## config.mk

```make
export PLATFORM = sky130hd
export DESIGN_NAME = spi_slave_param
export DESIGN_NICKNAME = d
export VERILOG_FILES = /design/src/rtl/spi_slave_param.sv
export SDC_FILE = /design/constraint.sdc
export NUM_CORES = 1
export LEC_CHECK = 0
export ABC_CLOCK_PERIOD_IN_PS = 2400
export CAP_MARGIN = 0
export CORE_MARGIN = 3
export CORE_UTILIZATION = 39
export DETAILED_ROUTE_END_ITERATION = 10
export HOLD_SLACK_MARGIN = 0.15
export PLACE_DENSITY = 0.73
export RECOVER_POWER = 100
export SLEW_MARGIN = 20
export SYNTH_ARGS = -nofsm -noshare
export SYNTH_HDL_FRONTEND = slang
export SYNTH_SLANG_ARGS = --single-unit
```

## constraint.sdc

```tcl
create_clock -name SCLK -period 2.4 [get_ports SCLK]
set_clock_uncertainty 0.15 [all_clocks]
set_input_delay 0.48 -clock SCLK [delete_from_list [all_inputs] [get_ports SCLK]]
set_output_delay 0.48 -clock SCLK [all_outputs]
set_load 0.01 [all_outputs]
```

## src/rtl/spi_slave_param.sv

```systemverilog
// Parametrised SPI slave frame engine: 2-bit command + DATA_W payload in, optional DATA_W read-back out.
// Define SPI_FRAME_CNT_EN to add the 16-bit completed-frame counter output frame_cnt.
module spi_slave_param #(
  parameter int DATA_W    = 8,
  parameter bit MSB_FIRST = 1'b1
) (
  input  logic              SCLK,
  input  logic              rst,
  input  logic              SS_n,
  input  logic              MOSI,
  input  logic [DATA_W-1:0] tx_data,
  input  logic              tx_valid,
  output logic              tx_ready,
  output logic [DATA_W+1:0] rx_data,
  output logic              rx_valid,
  output logic              MISO,
  output logic              busy,
  output logic              frame_err
`ifdef SPI_FRAME_CNT_EN
  ,
  output logic [15:0]       frame_cnt
`endif
);

  localparam int RX_W  = DATA_W + 2;
  localparam int CNT_W = $clog2(RX_W + 1);

  typedef enum logic [2:0] {IDLE, CHK_CMD, RX, WAIT_TX, SEND, DONE} state_e;

  state_e            state_q, state_d;
  logic [CNT_W-1:0]  cnt_q, cnt_d;
  logic [RX_W-2:0]   shreg_q, shreg_d;
  logic [RX_W-1:0]   rx_data_q, rx_data_d;
  logic [DATA_W-1:0] tx_sh_q, tx_sh_d;
  logic              rx_valid_q, rx_valid_d;
  logic              miso_q, miso_d;
  logic              tx_ready_q, tx_ready_d;
  logic              busy_q, busy_d;
  logic              frame_err_q, frame_err_d;
`ifdef SPI_FRAME_CNT_EN
  logic [15:0]       frame_cnt_q, frame_cnt_d;
`endif

  function automatic logic first_bit(input logic [DATA_W-1:0] w);
    return MSB_FIRST ? w[DATA_W-1] : w[0];
  endfunction

  function automatic logic [DATA_W-1:0] shift_out(input logic [DATA_W-1:0] w);
    return MSB_FIRST ? (w << 1) : (w >> 1);
  endfunction

  always_comb begin
    // NOTE: every signal assigned here gets a default first, so no latch can be inferred.
    state_d     = state_q;
    cnt_d       = cnt_q;
    shreg_d     = shreg_q;
    rx_data_d   = rx_data_q;
    tx_sh_d     = tx_sh_q;
    rx_valid_d  = 1'b0;
    miso_d      = 1'b0;
    frame_err_d = 1'b0;

    case (state_q)
      IDLE: begin
        if (!SS_n) begin
          state_d = CHK_CMD;
          cnt_d   = '0;
        end
      end
      CHK_CMD: begin
        shreg_d = {{(RX_W-2){1'b0}}, MOSI};
        cnt_d   = CNT_W'(1);
        state_d = RX;
      end
      RX: begin
        shreg_d = {shreg_q[RX_W-3:0], MOSI};
        cnt_d   = cnt_q + 1'b1;
        // shreg_q already holds every bit but the last one, command at its top
        if (cnt_q == CNT_W'(RX_W - 1)) begin
          rx_data_d  = {shreg_q, MOSI};
          rx_valid_d = 1'b1;
          cnt_d      = '0;
          state_d    = (shreg_q[RX_W-2 -: 2] == 2'b11) ? WAIT_TX : DONE;
        end
      end
      WAIT_TX: begin
        if (tx_valid) begin
          miso_d  = first_bit(tx_data);
          tx_sh_d = shift_out(tx_data);
          cnt_d   = CNT_W'(1);
          state_d = SEND;
        end
      end
      SEND: begin
        if (cnt_q == CNT_W'(DATA_W)) begin
          cnt_d   = '0;
          state_d = DONE;
        end else begin
          miso_d  = first_bit(tx_sh_q);
          tx_sh_d = shift_out(tx_sh_q);
          cnt_d   = cnt_q + 1'b1;
        end
      end
      DONE: begin
        if (SS_n) state_d = IDLE;
      end
      default: state_d = IDLE;
    endcase

    // Deselect mid-frame beats everything, including the edge carrying the last RX bit
    if (SS_n && (state_q inside {CHK_CMD, RX, WAIT_TX, SEND})) begin
      state_d     = IDLE;
      cnt_d       = '0;
      rx_data_d   = rx_data_q;
      rx_valid_d  = 1'b0;
      miso_d      = 1'b0;
      frame_err_d = 1'b1;
    end

    tx_ready_d = (state_d == WAIT_TX);
    busy_d     = (state_d != IDLE);
`ifdef SPI_FRAME_CNT_EN
    frame_cnt_d = frame_cnt_q + 16'(rx_valid_d);
`endif
  end

  always_ff @(posedge SCLK) begin
    // NOTE: sequential state is written with non-blocking assignments only.
    if (rst) begin
      state_q     <= IDLE;
      cnt_q       <= '0;
      shreg_q     <= '0;
      rx_data_q   <= '0;
      tx_sh_q     <= '0;
      rx_valid_q  <= 1'b0;
      miso_q      <= 1'b0;
      tx_ready_q  <= 1'b0;
      busy_q      <= 1'b0;
      frame_err_q <= 1'b0;
`ifdef SPI_FRAME_CNT_EN
      frame_cnt_q <= '0;
`endif
    end else begin
      state_q     <= state_d;
      cnt_q       <= cnt_d;
      shreg_q     <= shreg_d;
      rx_data_q   <= rx_data_d;
      tx_sh_q     <= tx_sh_d;
      rx_valid_q  <= rx_valid_d;
      miso_q      <= miso_d;
      tx_ready_q  <= tx_ready_d;
      busy_q      <= busy_d;
      frame_err_q <= frame_err_d;
`ifdef SPI_FRAME_CNT_EN
      frame_cnt_q <= frame_cnt_d;
`endif
    end
  end

  assign rx_data   = rx_data_q;
  assign rx_valid  = rx_valid_q;
  assign MISO      = miso_q;
  assign tx_ready  = tx_ready_q;
  assign busy      = busy_q;
  assign frame_err = frame_err_q;
`ifdef SPI_FRAME_CNT_EN
  assign frame_cnt = frame_cnt_q;
`endif

endmodule

```

==> results by group, run 1 <==
Status
  • Run status: finished clean

STA
  • Final hold violations: 0
  • RSZ-0062 raised after global routing: no
  • Max Fclk: about 480 MHz
  • Final setup violation count: 0
  • Tcrit/Tclk final: a little under nine tenths
  • Relative slew slack: between 20 and 30%
  • Final max-slew violation count: 0
  • Hold Slack: 0.342 ns
  • Setup ws final: between 0.3 and 0.4 ns
  • Final setup TNS: 0 ns
  • Slew @ Worst Pin: between 1 and 1.5 ns
  • Final Critical Period: slightly above 2 ns

Clocking
  • Gates resized, CTS repair: 0
  • CTS tree: yes
  • Root Buffer: clkbuf_8
  • Total CTS buffers: 5
  • Sink Count: 38
  • Reg clk slew, reported paths: around 0.07 ns
  • Hold buffer count at CTS: 0
  • Post-CTS Setup Inserts: 0
  • Clock Latency Late Sink: between 0.2 and 0.3 ns
  • Max Root-Sink Buffers: 2
  • H-tree Lvls: 2

Global route
  • Initial antenna violation count: 0
  • Grt total ovfl: 0
  • Vias in the first global route: ~1400
  • Gr usage total: ~15%
  • Largest net degree at the start of global routing: 26
  • First-pass GRT wire length: roughly 6400 microns

Routing
  • Routed wire length: between 3000 and 4000 microns
  • Met2 routed WL: between 1500 and 2000 microns
  • # DRC: 0
  • Initial drt markers: about 100
  • Routed len/inst: approximately 13 microns
  • Final ANT Viol Nets: 0
  • Overall via count from detail_route: between 1500 and 2000
  • Met3 wire length: between 100 and 150 microns
  • First-pass DRT Iterations: 4
  • Uppermost layer routed: met4
  • M1 WL: roughly 1800 microns
  • Via density per instance: between 5 and 6

Yosys
  • Main synth FF type: dfxtp_1
  • Fraction of registers with async set/reset: 0%
  • Net Count, Synth: approximately 210
  • Post-synth EDFFs: 0
  • Yosys warns: 0
  • Cell Area, Synth: between 1500 and 2000 sq um
  • Gate Count Post-Synth: between 150 and 200
  • Syn_area_per_cell: approximately 9.5 sq um
  • Netlist cell types: 47
  • Synth Register Bits: 38
  • Sequential area share after synthesis: 41.2%

Place
  • Gpl congestion: 0.802
  • DP HPWL: approximately 2700 microns
  • Cells after DPL: between 200 and 300
  • Placed Area: about 2200 sq um
  • Port Buffer Count: 27
  • Pre-CTS setup slack: between 0.2 and 0.25 ns

Floorplan
  • I/O pin count: 28
  • Die area: roughly 5600 sq um
  • Row Count: 24
  • Die Wd: ~75 microns
  • Initial Util: 41.3%
  • Die Ht: between 70 and 80 microns
  • Core area: 4470 sq um

Layout
  • Post-route cell area: between 2000 and 2500 sq um
  • Finished Layout Cells: 280
  • Utilization after layout: roughly 51%
  • Layout Nets: about 240
  • P&R area growth vs syn: 23.0%
  • Filler instances: 411
  • Share of cells above drive strength 1: 9.65%
  • Ant. Diodes: 0

Worst setup path
  • R2R Setup Slk: around 0.4 ns
  • WS Path Type: primary input to flip-flop
  • Worst EP arrival: about 2.0 ns
  • Startpoint types: primary input
  • CP endpoint kind: flip-flop
  • CP Data Required Time: between 2 and 2.5 ns
  • Worst-path fanout max: 25

Power
  • Net Sw Frac: between 20% and 30%
  • Total power: ~1.4 mW
  • Total net switching power: 0.359 mW
  • Gate power share: ~16%
  • Peak VDD IR: approximately 0.32 mV
  • Power per cell area: 624 nW/um^2
  • Int Pwr: about 1.1 mW
  • Flop pwr share: between 40% and 50%
  • Leakage: ~0.86 nW
  • Clock group share of total power: ~36%

Run
  • # Max-Cap Violations: 0

Min path
  • Hold/Removal Path Class: flip-flop to flip-flop
sequential cells by signal (all words and copies together), names as in the netlist:
signal and count:
shreg_q 9, tx_sh_q 7, busy 1, tx_ready 1, rx_data 10, frame_err 1, cnt_q 4, MISO 1
state_q 3, rx_valid 1
cells in the final DEF, fill, tap and decap left out, drive strengths merged, types with 2 or more instances in the layout:
cell	instances
a2bb2oi	8
nor2b	8
a21oi	6
a22oi	9
a31oi	2
o21a	2
a211oi	6
nand2	6
dfxtp	38
nor3b	4
clkdlybuf4s50	11
o31a	2
mux2i	17
buf	9
nand3	2
nand2b	5
o21ai	6
inv	4
clkbuf	10
and4b	2
a21o	2
nor2	33
dlygate4sd3	16
a21boi	2
ha	3
per-layer routing:
layer  vias to the layer above  global-route usage (%)
met2                        26                    22.9
met4                         0                    7.71
met5                         -                       0
met1                       704                    19.4
met3                         6                    3.60
li1                        772                       -
cells in the mapped netlist, types with 2 or more instances:
cell / instances / area (sq um)
buf_2: 3 / 15.0
buf_6: 2 / 22.5
ha_1: 3 / 37.5
nor3b_1: 3 / 22.5
mux2i_1: 17 / 170
a211oi_1: 6 / 45.0
o21ai_0: 2 / 10.0
a21oi_1: 6 / 30.0
dfxtp_1: 38 / 761
and4b_1: 2 / 20.0
inv_1: 3 / 11.3
a2bb2oi_1: 8 / 70.1
nand3_1: 2 / 10.0
o21a_1: 2 / 15.0
o21ai_1: 3 / 15.0
a22oi_1: 8 / 60.1
a31oi_1: 2 / 12.5
nor2_1: 33 / 124
nand2b_1: 5 / 31.3
nand2_1: 6 / 22.5
buf_4: 5 / 37.5
clkbuf_1: 3 / 11.3
nor2b_1: 8 / 50.1
o31a_1: 2 / 17.5
path summary, 6_finish.rpt:
| check | start | to | cells after the start |
|---|---|---|---|
| min | rx_data[7] | rx_data[7] | 2 |
| max | rst | tx_sh_q[3] | 3 |
| min reg2reg | rx_data[7] | rx_data[7] | 2 |
| max reg2reg | state_q[2] | busy | 4 |
power groups by stage:
stage	Combinational (mW)	Sequential [mW]	Clock (mW)
final	0.229	0.680	0.509
after global routing	0.258	0.684	0.549
after CTS	0.241	0.681	0.527
after detailed placement	0.239	0.695	0
after global placement	0.238	0.695	0
after floorplan	0.169	0.687	0
cell type report:
type,count,area (sq um),area share [%]
Inverter,4,15.0,0.661
Multi-Input combinational cell,140,976,43.0
Timing Repair Buffer,38,345,15.2
Tap cell,52,65.1,2.86
Sequential cell,38,761,33.5
Clock buffer,8,110,4.85
cells by family (layout without fill, tap and decap cells):
| group | count (synthesis) | count (layout) | share of synthesized area, % |
|---|---|---|---|
| AO/OA/AOI/OAI | 52 | 52 | 21.4 |
| XOR/XNOR | 1 | 1 | 0.474 |
| adder cells (fa/ha/maj) | 3 | 3 | 2.03 |
| buffers and inverters | 17 | 50 | 5.49 |
| flip-flops | 38 | 38 | 41.2 |
| multiplexers | 18 | 18 | 10.0 |
| AND/OR/NAND/NOR | 66 | 66 | 19.4 |
worst max-delay path: stages:
cell	delay (ns)
dlygate4sd3_1	0.62
clkbuf_1	0.81
a211oi_1	0.11
No activity file was read; power rests on OpenSTA's default activity.
==> run 2: changes to the inputs <==
Settings changed: CELL_PAD_IN_SITES_DETAIL_PLACEMENT set to 1, CELL_PAD_IN_SITES_GLOBAL_PLACEMENT set to 2, CORE_UTILIZATION 39 to 33, PLACE_DENSITY 0.73 to 0.9.
==> results by group, run 2 (same netlist as run 1, synthesis figures left out) <==
Clocking
  • Root Buffer: clkbuf_8
  • Post-CTS Setup Inserts: 0
  • Sink Count: 38
  • Gates resized, CTS repair: 0
  • Reg clk slew, reported paths: roughly 0.070 ns
  • H-tree Lvls: 2
  • Clock Latency Late Sink: between 0.2 and 0.3 ns
  • Total CTS buffers: 5
  • Hold buffer count at CTS: 0
  • CTS tree: yes
  • Max Root-Sink Buffers: 2

STA
  • Final setup TNS: 0 ns
  • Final Critical Period: 2.09 ns
  • Tcrit/Tclk final: between 80% and 90%
  • RSZ-0062 raised after global routing: no
  • Relative slew slack: between 60% and 70%
  • Final hold violations: 0
  • Slew @ Worst Pin: 0.513 ns
  • Max Fclk: about 480 MHz
  • Final setup violation count: 0
  • Final max-slew violation count: 0

Floorplan
  • I/O pin count: 28
  • Initial Util: a little over a third
  • Die Ht: 80.8 microns
  • Core area: ~5300 sq um
  • Die area: between 6000 and 7000 sq um
  • Die Wd: around 80 microns
  • Row Count: 26

Layout
  • Ant. Diodes: 0
  • P&R area growth vs syn: 22.5%
  • Commonest non-fill, non-tap cell in the layout: dfxtp_1
  • Commonest non-fill, non-tap cells in the layout: dfxtp_1 (38), nor2_1 (33), mux2i_1 (17), dlygate4sd3_1 (15), clkdlybuf4s50_1 (12)
  • Footprint of the multi-input gates: between 900 and 1000 sq um
  • Flip-flop and latch area: 761 sq um
  • Share of cells above drive strength 1: 8.81%
  • Utilization after layout: a little over two fifths
  • Layout Nets: about 240
  • Filler instances: around 630
  • Max reg flops: 10

Global route
  • Largest net degree at the start of global routing: 21
  • First-pass GRT wire length: 7470 microns
  • Gr usage total: roughly 15%
  • Initial antenna violation count: 0
  • Vias in the first global route: approximately 1500
  • Grt total ovfl: 0

Run
  • # Max-Cap Violations: 0

Routing
  • Routed wire length: 4320 microns
  • Routed len/inst: roughly 15 microns
  • Overall via count from detail_route: 1535
  • First-pass DRT Iterations: 4
  • Final ANT Viol Nets: 0
  • # DRC: 0
  • Initial drt markers: 83
  • Via density per instance: 5.17

Worst setup path
  • CP Data Required Time: ~2.4 ns
  • CP endpoint kind: flip-flop
  • Worst-path fanout max: 11
  • Worst EP arrival: 2.12 ns
  • Startpoint types: flip-flop
  • WS Path Type: flip-flop to flip-flop

Power
  • Leakage: about 0.85 nW
  • Int Pwr: between 0.9 and 1 mW
  • Peak VDD IR: 0.221 mV
  • Net Sw Frac: a little over a quarter
  • Power per cell area: 589 nW/um^2
  • Gate power share: approximately 17%
  • Clock group share of total power: between 30% and 40%
  • Total net switching power: roughly 0.36 mW
  • Flop pwr share: between 50% and 60%

Min path
  • Hold/Removal Path Class: flip-flop to flip-flop

Place
  • Gpl congestion: roughly 0.75
  • Port Buffer Count: 27
  • DP HPWL: roughly 3100 microns

Status
  • Run status: finished clean
run 2: cell types whose count changed in the layout (fill, tap and decap cells not counted):
| cell | delta |
|---|---|
| dlygate4sd3_1 | -1 |
| clkdlybuf4s50_1 | +1 |
| clkbuf_1 | +1 |
| o21ai_1 | -1 |
| o21ai_0 | +1 |
| clkbuf_8 | -3 |
| clkbuf_2 | +1 |
run 2: path summary, 6_finish.rpt:
| kind | start | slack, ns | end | cells after the start |
|---|---|---|---|---|
| min | rx_data[9] | 0.35 | rx_data[9] | 2 |
| max | cnt_q[0] | 0.31 | rx_data[4] | 6 |
| min reg2reg | rx_data[9] | 0.35 | rx_data[9] | 2 |
| max reg2reg | cnt_q[0] | 0.31 | rx_data[4] | 6 |
run 2: worst max-delay path: stages, from the launching register on:
cell and delay [ns]:
dfxtp_1 0.44, ha_1 0.20, and4bb_1 0.30, nor4b_4 0.22
clkbuf_2 0.36, mux2i_1 0.25, nor2_1 0.05
run 2: power groups by stage:
| stage | clock [mW] | sequential, mW | combinational (mW) |
|---|---|---|---|
| 5_1_grt | 0.459 | 0.688 | 0.262 |
| 6_report | 0.418 | 0.682 | 0.231 |
| 4_1_cts | 0.436 | 0.683 | 0.244 |
| 3_5_place_dp | 0 | 0.697 | 0.243 |
| 2_1_floorplan | 0 | 0.687 | 0.169 |
| 3_3_place_gp | 0 | 0.696 | 0.238 |
run 2: metrics by stage:
step / area [sq um] / setup WS (ns) / total power [mW] / std cells / hold slack (ns)
global placement: 2200 / 0.237 / 0.934 / 290 / 0.322
global route: 2260 / 0.134 / 1.41 / 297 / 0.364
finish: 2260 / 0.308 / 1.33 / 297 / 0.346
detailed placement: 2200 / 0.189 / 0.940 / 290 / 0.334
CTS: 2280 / 0.400 / 1.36 / 297 / 0.356
floorplan: 1850 / 0.650 / 0.856 / 195 / 0.310
run 2: metal layers:
metal | share of wire (%) | vias to the layer above | GRT usage [%]
met3 | 4.1 | 5 | 3.66
met5 | 0 | - | 0
met1 | 48 | 738 | 19.7
met2 | 46 | 27 | 22.7
li1 | - | 765 | -
met4 | 1.6 | 0 | 5.07
run 2: area by class of cell:
| type | count | share of cell area [%] |
|---|---|---|
| clock buffers | 7 | 3.37 |
| inverters | 4 | 0.664 |
| multi-input cells | 140 | 43.1 |
| flip-flops and latches | 38 | 33.6 |
| well taps | 70 | 3.87 |
| repair buffers | 38 | 15.3 |
